$ cat config.mk
export PLATFORM = sky130hd
export DESIGN_NAME = multicycle_alu
export DESIGN_NICKNAME = d
export VERILOG_FILES = /design/src/rtl/multicycle_alu.sv
export SDC_FILE = /design/constraint.sdc
export NUM_CORES = 2
export LEC_CHECK = 0
export CORE_UTILIZATION = 35
export CTS_BUF_LIST = sky130_fd_sc_hd__clkbuf_16
export DETAILED_ROUTE_END_ITERATION = 7
export GPL_TIMING_DRIVEN = 0
export PLACE_DENSITY_LB_ADDON = 0.12
export REMOVE_ABC_BUFFERS = 1
export SYNTH_ARGS = -nofsm -noshare
export SYNTH_HDL_FRONTEND = slang
export SYNTH_SLANG_ARGS = --single-unit
$ cat constraint.sdc
create_clock -name clk -period 10.5 [get_ports clk]
set_clock_uncertainty 0.2 [all_clocks]
set_input_delay 2.1 -clock clk [delete_from_list [all_inputs] [get_ports clk]]
set_output_delay 2.1 -clock clk [all_outputs]
set_load 0.1 [all_outputs]
$ cat src/rtl/multicycle_alu.sv
// rtl/multicycle_alu.sv - multi-cycle ALU with radix-2 Booth multiply and restoring divide
//
// Purpose: single-issue ALU. Most ops finish at the edge that accepts them.
// MUL and DIV iterate one bit per clock and publish the result when they finish.
//
// Ports:
//   clk          rising-edge clock
//   clr          asynchronous active-high reset
//   start        launch request, accepted only in IDLE
//   ctrl[3:0]    opcode
//   A, B         operands, WIDTH bits each
//   ZHI, ZLO     registered high/low result halves
//   busy         high while MUL/DIV iterate
//   done         one-cycle pulse, new result valid
//   div_by_zero  high with done for a divide by zero
module multicycle_alu #(
  parameter int WIDTH = 32,
  parameter int SHW   = $clog2(WIDTH)
) (
  input  logic             clk,
  input  logic             clr,
  input  logic             start,
  input  logic [3:0]       ctrl,
  input  logic [WIDTH-1:0] A,
  input  logic [WIDTH-1:0] B,
  output logic [WIDTH-1:0] ZHI,
  output logic [WIDTH-1:0] ZLO,
  output logic             busy,
  output logic             done,
  output logic             div_by_zero
);

  localparam logic [3:0] OP_ADD = 4'b0000;
  localparam logic [3:0] OP_SUB = 4'b0001;
  localparam logic [3:0] OP_MUL = 4'b0010;
  localparam logic [3:0] OP_DIV = 4'b0011;
  localparam logic [3:0] OP_SHR = 4'b0100;
  localparam logic [3:0] OP_SHL = 4'b0101;
  localparam logic [3:0] OP_ROR = 4'b0110;
  localparam logic [3:0] OP_ROL = 4'b0111;
  localparam logic [3:0] OP_AND = 4'b1000;
  localparam logic [3:0] OP_OR  = 4'b1001;
  localparam logic [3:0] OP_NEG = 4'b1010;
  localparam logic [3:0] OP_NOT = 4'b1011;
  localparam logic [3:0] OP_SRA = 4'b1100;
  localparam logic [3:0] OP_XOR = 4'b1101;

  typedef enum logic [1:0] {IDLE, MUL, DIV, DONE} state_t;

  state_t           state;
  // hi: Booth accumulator (one guard bit so subtracting MIN cannot overflow)
  //     or divide partial remainder.
  // lo: Booth multiplier shifting out / dividend shifting out, quotient in.
  logic [WIDTH:0]   hi;
  logic [WIDTH-1:0] lo;
  logic [WIDTH-1:0] opnd;      // multiplicand A, or divisor magnitude |B|
  logic             qm1;       // Booth q(-1) bit
  logic             quo_neg;
  logic             rem_neg;
  logic [SHW-1:0]   cnt;

  logic [SHW-1:0]   amt;
  logic [WIDTH-1:0] a_mag;
  logic [WIDTH-1:0] b_mag;

  assign amt   = B[SHW-1:0];
  // |MIN| is 2^(WIDTH-1), which still fits as an unsigned magnitude.
  assign a_mag = A[WIDTH-1] ? -A : A;
  assign b_mag = B[WIDTH-1] ? -B : B;

  // Single-cycle result, computed straight from the inputs at the accept edge.
  logic [WIDTH-1:0] sc_hi;
  logic [WIDTH-1:0] sc_lo;
  logic [WIDTH-1:0] ror_v;
  logic [WIDTH-1:0] rol_v;

  always_comb begin
    ror_v = '0;
    rol_v = '0;
    // Index arithmetic truncated to SHW bits wraps modulo WIDTH.
    for (int i = 0; i < WIDTH; i++) begin
      ror_v[i] = A[SHW'(i + int'(amt))];
      rol_v[i] = A[SHW'(i - int'(amt))];
    end
  end

  always_comb begin
    sc_hi = '0;
    sc_lo = '0;
    case (ctrl)
      OP_ADD: sc_lo = A + B;
      OP_SUB: sc_lo = A - B;
      OP_DIV: begin
        // Only reaches here with B == 0.
        sc_lo = '1;
        sc_hi = A;
      end
      OP_SHR: sc_lo = A >> amt;
      OP_SHL: sc_lo = A << amt;
      OP_ROR: sc_lo = ror_v;
      OP_ROL: sc_lo = rol_v;
      OP_AND: sc_lo = A & B;
      OP_OR:  sc_lo = A | B;
      OP_NEG: sc_lo = -A;
      OP_NOT: sc_lo = ~A;
      OP_SRA: sc_lo = $signed(A) >>> amt;
      OP_XOR: sc_lo = A ^ B;
      default: begin
        sc_hi = '0;
        sc_lo = '0;
      end
    endcase
  end

  // One Booth step: add/subtract multiplicand, then arithmetic shift right.
  logic [WIDTH:0]   m_ext;
  logic [WIDTH:0]   bsum;
  logic [WIDTH:0]   b_hi;
  logic [WIDTH-1:0] b_lo;

  assign m_ext = {opnd[WIDTH-1], opnd};

  always_comb begin
    case ({lo[0], qm1})
      2'b10:   bsum = hi - m_ext;
      2'b01:   bsum = hi + m_ext;
      default: bsum = hi;
    endcase
    b_hi = {bsum[WIDTH], bsum[WIDTH:1]};
    b_lo = {bsum[0], lo[WIDTH-1:1]};
  end

  // One restoring-division step on magnitudes.
  logic [WIDTH:0]   d_shift;
  logic [WIDTH:0]   d_trial;
  logic [WIDTH:0]   d_hi;
  logic [WIDTH-1:0] d_lo;

  always_comb begin
    d_shift = {hi[WIDTH-1:0], lo[WIDTH-1]};
    d_trial = d_shift - {1'b0, opnd};
    if (d_trial[WIDTH]) begin
      d_hi = d_shift;
      d_lo = {lo[WIDTH-2:0], 1'b0};
    end else begin
      d_hi = d_trial;
      d_lo = {lo[WIDTH-2:0], 1'b1};
    end
  end

  always_ff @(posedge clk or posedge clr) begin
    if (clr) begin
      state       <= IDLE;
      hi          <= '0;
      lo          <= '0;
      opnd        <= '0;
      qm1         <= 1'b0;
      quo_neg     <= 1'b0;
      rem_neg     <= 1'b0;
      cnt         <= '0;
      ZHI         <= '0;
      ZLO         <= '0;
      busy        <= 1'b0;
      done        <= 1'b0;
      div_by_zero <= 1'b0;
    end else begin
      done        <= 1'b0;
      div_by_zero <= 1'b0;
      case (state)
        IDLE: begin
          if (start) begin
            cnt <= '0;
            if (ctrl == OP_MUL) begin
              hi    <= '0;
              lo    <= B;
              qm1   <= 1'b0;
              opnd  <= A;
              busy  <= 1'b1;
              state <= MUL;
            end else if (ctrl == OP_DIV && B != '0) begin
              hi      <= '0;
              lo      <= a_mag;
              opnd    <= b_mag;
              quo_neg <= A[WIDTH-1] ^ B[WIDTH-1];
              rem_neg <= A[WIDTH-1];
              busy    <= 1'b1;
              state   <= DIV;
            end else begin
              ZHI         <= sc_hi;
              ZLO         <= sc_lo;
              done        <= 1'b1;
              div_by_zero <= (ctrl == OP_DIV);
              state       <= DONE;
            end
          end
        end
        MUL: begin
          hi  <= b_hi;
          lo  <= b_lo;
          qm1 <= lo[0];
          cnt <= cnt + 1'b1;
          if (cnt == '1) begin
            // Last step lands directly in the outputs.
            ZHI   <= b_hi[WIDTH-1:0];
            ZLO   <= b_lo;
            done  <= 1'b1;
            busy  <= 1'b0;
            state <= DONE;
          end
        end
        DIV: begin
          hi  <= d_hi;
          lo  <= d_lo;
          cnt <= cnt + 1'b1;
          if (cnt == '1) begin
            // MIN / -1: magnitude quotient 2^(WIDTH-1) negates back to MIN.
            ZLO   <= quo_neg ? -d_lo : d_lo;
            ZHI   <= rem_neg ? -d_hi[WIDTH-1:0] : d_hi[WIDTH-1:0];
            done  <= 1'b1;
            busy  <= 1'b0;
            state <= DONE;
          end
        end
        DONE: state <= IDLE;
        default: state <= IDLE;
      endcase
    end
  end

endmodule

### After elaboration in Yosys (flattened, before gate mapping)

Cells that the tools add are included.

| word-level totals | value |
|---|---|
| bits in registers | 174 |
| bits of input ports | 71 |
| output and inout port bits | 67 |
| logic and storage cells | 450 |

| operators by class | value |
|---|---|
| $add $sub $neg | 73 |
| magnitude comparators | 64 |
| eq/ne operators | 27 |
| shift-type cells | 3 |
| multiplexer cells | 247 |
| bitwise logic cells | 6 |
| reduce and logical (&&, ||, !) cells | 17 |

Operator list:

| cell | number |
|---|---|
| $mux W32 | 20 |
| $lt A5 B7 Y1 const B | 64 |
| $pmux W32 S13 | 1 |
| $bmux W1 S5 | 64 |
| $pmux W32 S3 | 3 |
| $mux W1 | 144 |
| $mux W33 | 4 |
| $neg A32 Y32 | 4 |
| $pmux W33 S3 | 1 |
| $add A5 B5 Y5 const A | 16 |
| $sub A5 B5 Y5 const A | 16 |
| $pmux W33 S2 | 1 |
| $add A4 B5 Y5 const A | 8 |
| $sub A4 B5 Y5 const A | 8 |
| $add A33 B33 Y33 | 1 |
| $sub A33 B32 Y33 | 1 |
| $sub A33 B33 Y33 | 1 |
| $add A32 B32 Y32 | 1 |
| $and A32 B32 Y32 | 1 |
| $not A32 Y32 | 1 |
| $or A32 B32 Y32 | 1 |
| $reduce_bool A32 Y1 | 1 |
| $shl A32 B5 Y32 | 1 |
| $shr A32 B5 Y32 | 1 |
| other kinds (37) | 73 |

### Depth between registers and ports, before layout

| depth | value |
|---|---|
| depth in word-level cells | 9 |
| depth in mapped cells | 28 |
| mapped depth without buffers | 25 |

### Worst setup path after synthesis

No wires, ideal clock.

| path | value |
|---|---|
| path kind | input-to-reg |
| start | input B[0] |
| end | register ZLO[29] |
| library setup time | 0.067 ns |
| arrival time | 8.309 ns |
| required time | 10.233 ns |
| path slack | 1.924 ns |
| stages on the path | 24 |
| path buffers | 9 |
| cell sequence | buf_2 -> buf_2 -> buf_1 -> inv_1 -> buf_1 -> clkbuf_1 -> ha_1 -> clkbuf_1 -> clkbuf_1 -> buf_1 -> clkbuf_1 -> mux2i_1 -> ha_1 -> nor2b_1 -> o21ai_0 -> a21oi_1 -> o2111ai_1 -> a2111oi_0 -> o21ai_0 -> a21oi_1 -> o221ai_1 -> a211o_1 -> a31oi_1 -> o22a_1 |

| between the ends | value |
|---|---|
| word-level cells in the longest chain between the ends | 9 |
| elaborated cells on any way between the ends | 22 |
| classes of those cells | add/sub: 4; eq/ne: 1; shift: 3; mux: 11; reduce/logical: 3 |

Ends and longest elaborated chain:

| element | line | RTL |
|---|---|---|
| start: declaration | 25 | `input logic [WIDTH-1:0] B,` |
| $sub A5 B5 Y5 / $add A5 B5 Y5 (equally long branches) | 83, 82 |  |
| $bmux W1 S5, on equally long branches | 83, 82 |  |
| $mux W1, on equally long branches (2 in a row) | 83, 82 |  |
| $pmux W32 S13 | 90 | `case (ctrl)` |
| $mux W32 | 180 | `end else if (ctrl == OP_DIV && B != '0) begin` |
| $mux W32 | 173 | `if (ctrl == OP_MUL) begin` |
| $mux W32 | 171 | `if (start) begin` |
| $pmux W32 S3 | 169 | `case (state)` |
| end signal: assignment | 190 | `ZLO <= sc_lo;` |
| end signal: assignment | 205 | `ZLO <= b_lo;` |
| end signal: assignment | 217 | `ZLO <= quo_neg ? -d_lo : d_lo;` |
| end: declaration | 27 | `output logic [WIDTH-1:0] ZLO,` |

Several ways; a longest one is shown, not always the timed one. The select of a mux whose other input is x is not followed.
A chain may end at the register's enable or synchronous reset.

### Worst setup path in the final report

| path | value |
|---|---|
| start | input ctrl[2] |
| end | register ZLO[29] |

| between the ends | value |
|---|---|
| word-level cells in the longest chain between the ends | 6 |
| elaborated cells on any way between the ends | 23 |
| classes of those cells | eq/ne: 15; mux: 5; reduce/logical: 3 |

Ends and longest elaborated chain:

| element | line | RTL |
|---|---|---|
| start: declaration | 23 | `input logic [3:0] ctrl,` |
| $eq A4 B4 Y1 (tied with other cells) | 90 |  |
| $pmux W32 S13 | 90 |  |
| $mux W32 | 180 |  |
| $mux W32 | 173 |  |
| $mux W32 | 171 |  |
| $pmux W32 S3 | 169 |  |

Several ways; a longest one is shown, not always the timed one. The select of a mux whose other input is x is not followed.

==> results_dict.tcl <==
set metrics [dict create \
    synthDistinctLibCells 100 \
    drt_iter0_drc 3108 \
    p_leak_nw 13.0 \
    crit_type "input port to flop" \
    syn2layout_area_growth_pct 9.93 \
    antenna_found_initial 4 \
    rsz0062_at_grt "no" \
    slowest_stage "a2111oi_0" \
    multi_input_area_mm2 0.0232 \
    peakVddDrop_mv 0.222 \
    wl_per_cell_um 28.4 \
    nets 4101 \
    seq_area_mm2 0.00435 \
    die_w_um 291 \
    slew_violations 0 \
    cp.arrival_ns 9.59 \
    worst_pin_slew_ns 1.46 \
    grt_max_degree 113 \
    hold_class "flop to flop" \
    synth_area_leaders "dfrtp_1 15%, ha_1 8.1%, mux2i_1 7.4%" \
    grt_use_met2 0.519 \
    die_area_mm2 0.0845 \
    syn-cell-area_mm2 0.0292 \
    postCtsSetupRepairBufs 0 \
    grt_use_met1 0.423 \
    yosys_warnings 0 \
    ff2ff_path_depth 25 \
    ys_seq_area_frac 0.149 \
    slew_headroom 0.0248 \
    rows 105 \
    cts_buffer_depth 2 \
    r2r_slack_ns 1.56 \
    cts.sinks 174 \
    drtPass1Iterations 5 \
    synth_edf_count 0 \
    wirelength_um 140000 \
    avgSynthCellArea_um2 7.36 \
    hold_buffers 0 \
    whs_path_depth 2 \
    die_y_um 291 \
    total_power_mw 11.5 \
    path_cells "clkdlybuf4s50_1 -> nor2_1 -> inv_1 -> nor2_1 -> nand2_1 -> mux2i_1 -> ha_1 -> nor2b_1 -> o21ai_0 -> a21oi_1 -> o2111ai_1 -> a2111oi_0 -> o21ai_0 -> a21oi_1 -> o221ai_1 -> a211o_1 -> a31oi_1 -> o22a_1" \
    hold_viol_final 0 \
    status "completed" \
    core_mm2 0.0822 \
    grt_use_met3 0.0434 \
    place_worst_setup_slack_ns 0.867 \
    critPathMaxFanout 27 \
    max_stage_delay_ns 1.07 \
    via_per_inst 6.31 \
    yosysMostFrequentCell "nand2_1" \
    synth.largest_area_cell "dfrtp_1" \
    powerDensity_mw_per_mm2 360 \
    drive_gt1_frac 0.0670 \
    finalCritPeriodShare 0.890 \
    first_global_vias 28900 \
    finalSetupViolCount 0 \
    cts_tree "built" \
    async_flop_share 1.00 \
    start_util 0.355 \
    h-tree-depth 4 \
    cp.required_ns 10.75 \
    root_buffer "clkbuf_16" \
    period_needed_ns 9.34 \
    clk_pin_slew_ns 0.08 \
    cts_inserted_buffers 17 \
    dpl.hpwl_um 107000 \
    grt_overflow 0 \
    place.port_buffers 137 \
    post_cts_resize_count 0 \
    cap_viol_max_count 0 \
    io_pins 138 \
    syn_inst 3960 \
    ys_ff_latch 174 \
    crit_path_end_kind "flop" \
    synth_commonest_cells "505 x nand2_1, 340 x nor2_1, 311 x o21ai_0" \
    track_usage 0.322 \
    fmax_mhz 107 \
    netlist.area_leader.share 0.149 \
    place_congestion 1.01 \
    grt_busiest_layer "met2" \
    post-route-drc-count 0 \
    worstSkewPairLatency_ns 0.51 \
    synthFlopType "dfrtp_1" \
    crit_path_start_kind "input port" \
    grt_first_pass_wirelength_um 203000 \
    vias 31100 \
    fill_cells 8708 \
    layout_setup_ws_ns 1.16 \
    final_antenna_net_count 0 \
]
[worst max-delay path, delay by kind of cell]
| kind | cells | cell delay (ns) |
|---|---|---|
| compound gates | 10 | 3.65 |
| buf+inv | 2 | 1.05 |
| mux | 1 | 0.54 |
| simple gates | 4 | 2.03 |
| fa+ha+maj | 1 | 0.17 |
[placed cells by master (no fill, tap or decap), drive strengths merged, types with 75 or more instances in the layout]
master / instances
o31ai: 83
xnor2: 238
nor3: 75
nor2: 340
inv: 161
nand2: 506
ha: 188
mux2i: 216
clkdlybuf4s50: 128
dfrtp: 174
o21ai: 323
a21oi: 290
[report_power, final]
group          internal, mW  leakage, nW  switching (mW)  total [mW]
clock                 0.359        0.292           0.352       0.711
combinational          3.22         10.5            6.20        9.42
sequential            0.981         2.23           0.430        1.41
total                  4.56         13.1            6.98        11.5
[final cells by class]
| cell class | count | share of cell area |
|---|---|---|
| Tap cell | 1070 | 0.0418 |
| Clock buffer | 17 | 0.0133 |
| Sequential cell | 174 | 0.136 |
| Antenna cell | 2 | 0.000156 |
| Clock inverter | 15 | 0.00535 |
| Multi-Input combinational cell | 3320 | 0.723 |
| Inverter | 155 | 0.0184 |
| Timing Repair Buffer | 171 | 0.0625 |
[sequential cells by signal, indices dropped and copies added, names as in the netlist]
signal       count
rem_neg          1
div_by_zero      1
ZHI             32
lo              32
state            2
done             1
opnd            32
cnt              5
busy             1
hi              33
ZLO             32
quo_neg          1
qm1              1
[cell families (layout without fill, tap and decap cells)]
kind of cell	Yosys count	after routing	synth area share
compound gates	1262	1262	0.283
simple gates	1242	1242	0.192
buf+inv	466	358	0.0611
mux	338	338	0.146
xor+xnor	287	287	0.0862
fa+ha+maj	191	191	0.0827
flops	174	174	0.149
other cells	0	2	0
[stage by stage]
step | std cells | hold slack (ns) | TNS (ns) | cell area [µm²] | util
floorplan | 3649 | 0.245 | 0 | 28000 | -
global placement | 4856 | 0.263 | -1059.33 | 30700 | 0.373
detailed placement | 4890 | 0.266 | 0 | 31500 | 0.382
CTS | 4922 | 0.283 | 0 | 32100 | 0.390
global route | 4922 | 0.296 | 0 | 32100 | 0.390
finish | 4924 | 0.278 | 0 | 32100 | 0.390
[per-layer routing]
layer,wire length [µm],up-vias
li1,-,14300
met1,60300,15200
met2,63600,1287
met3,8700,272
met4,7260,2
met5,11,-
[path summary, 6_finish.rpt]
kind	start	endpoint
max in group asynchronous	clr	ZHI[31]
worst max register to register	lo[31]	ZLO[30]
worst max-delay path	ctrl[2]	ZLO[29]
worst min register to register	ZHI[12]	ZHI[12]
worst min-delay path	ZHI[12]	ZHI[12]
min in group asynchronous	clr	ZHI[5]
No activity file was read; power rests on OpenSTA's default activity.
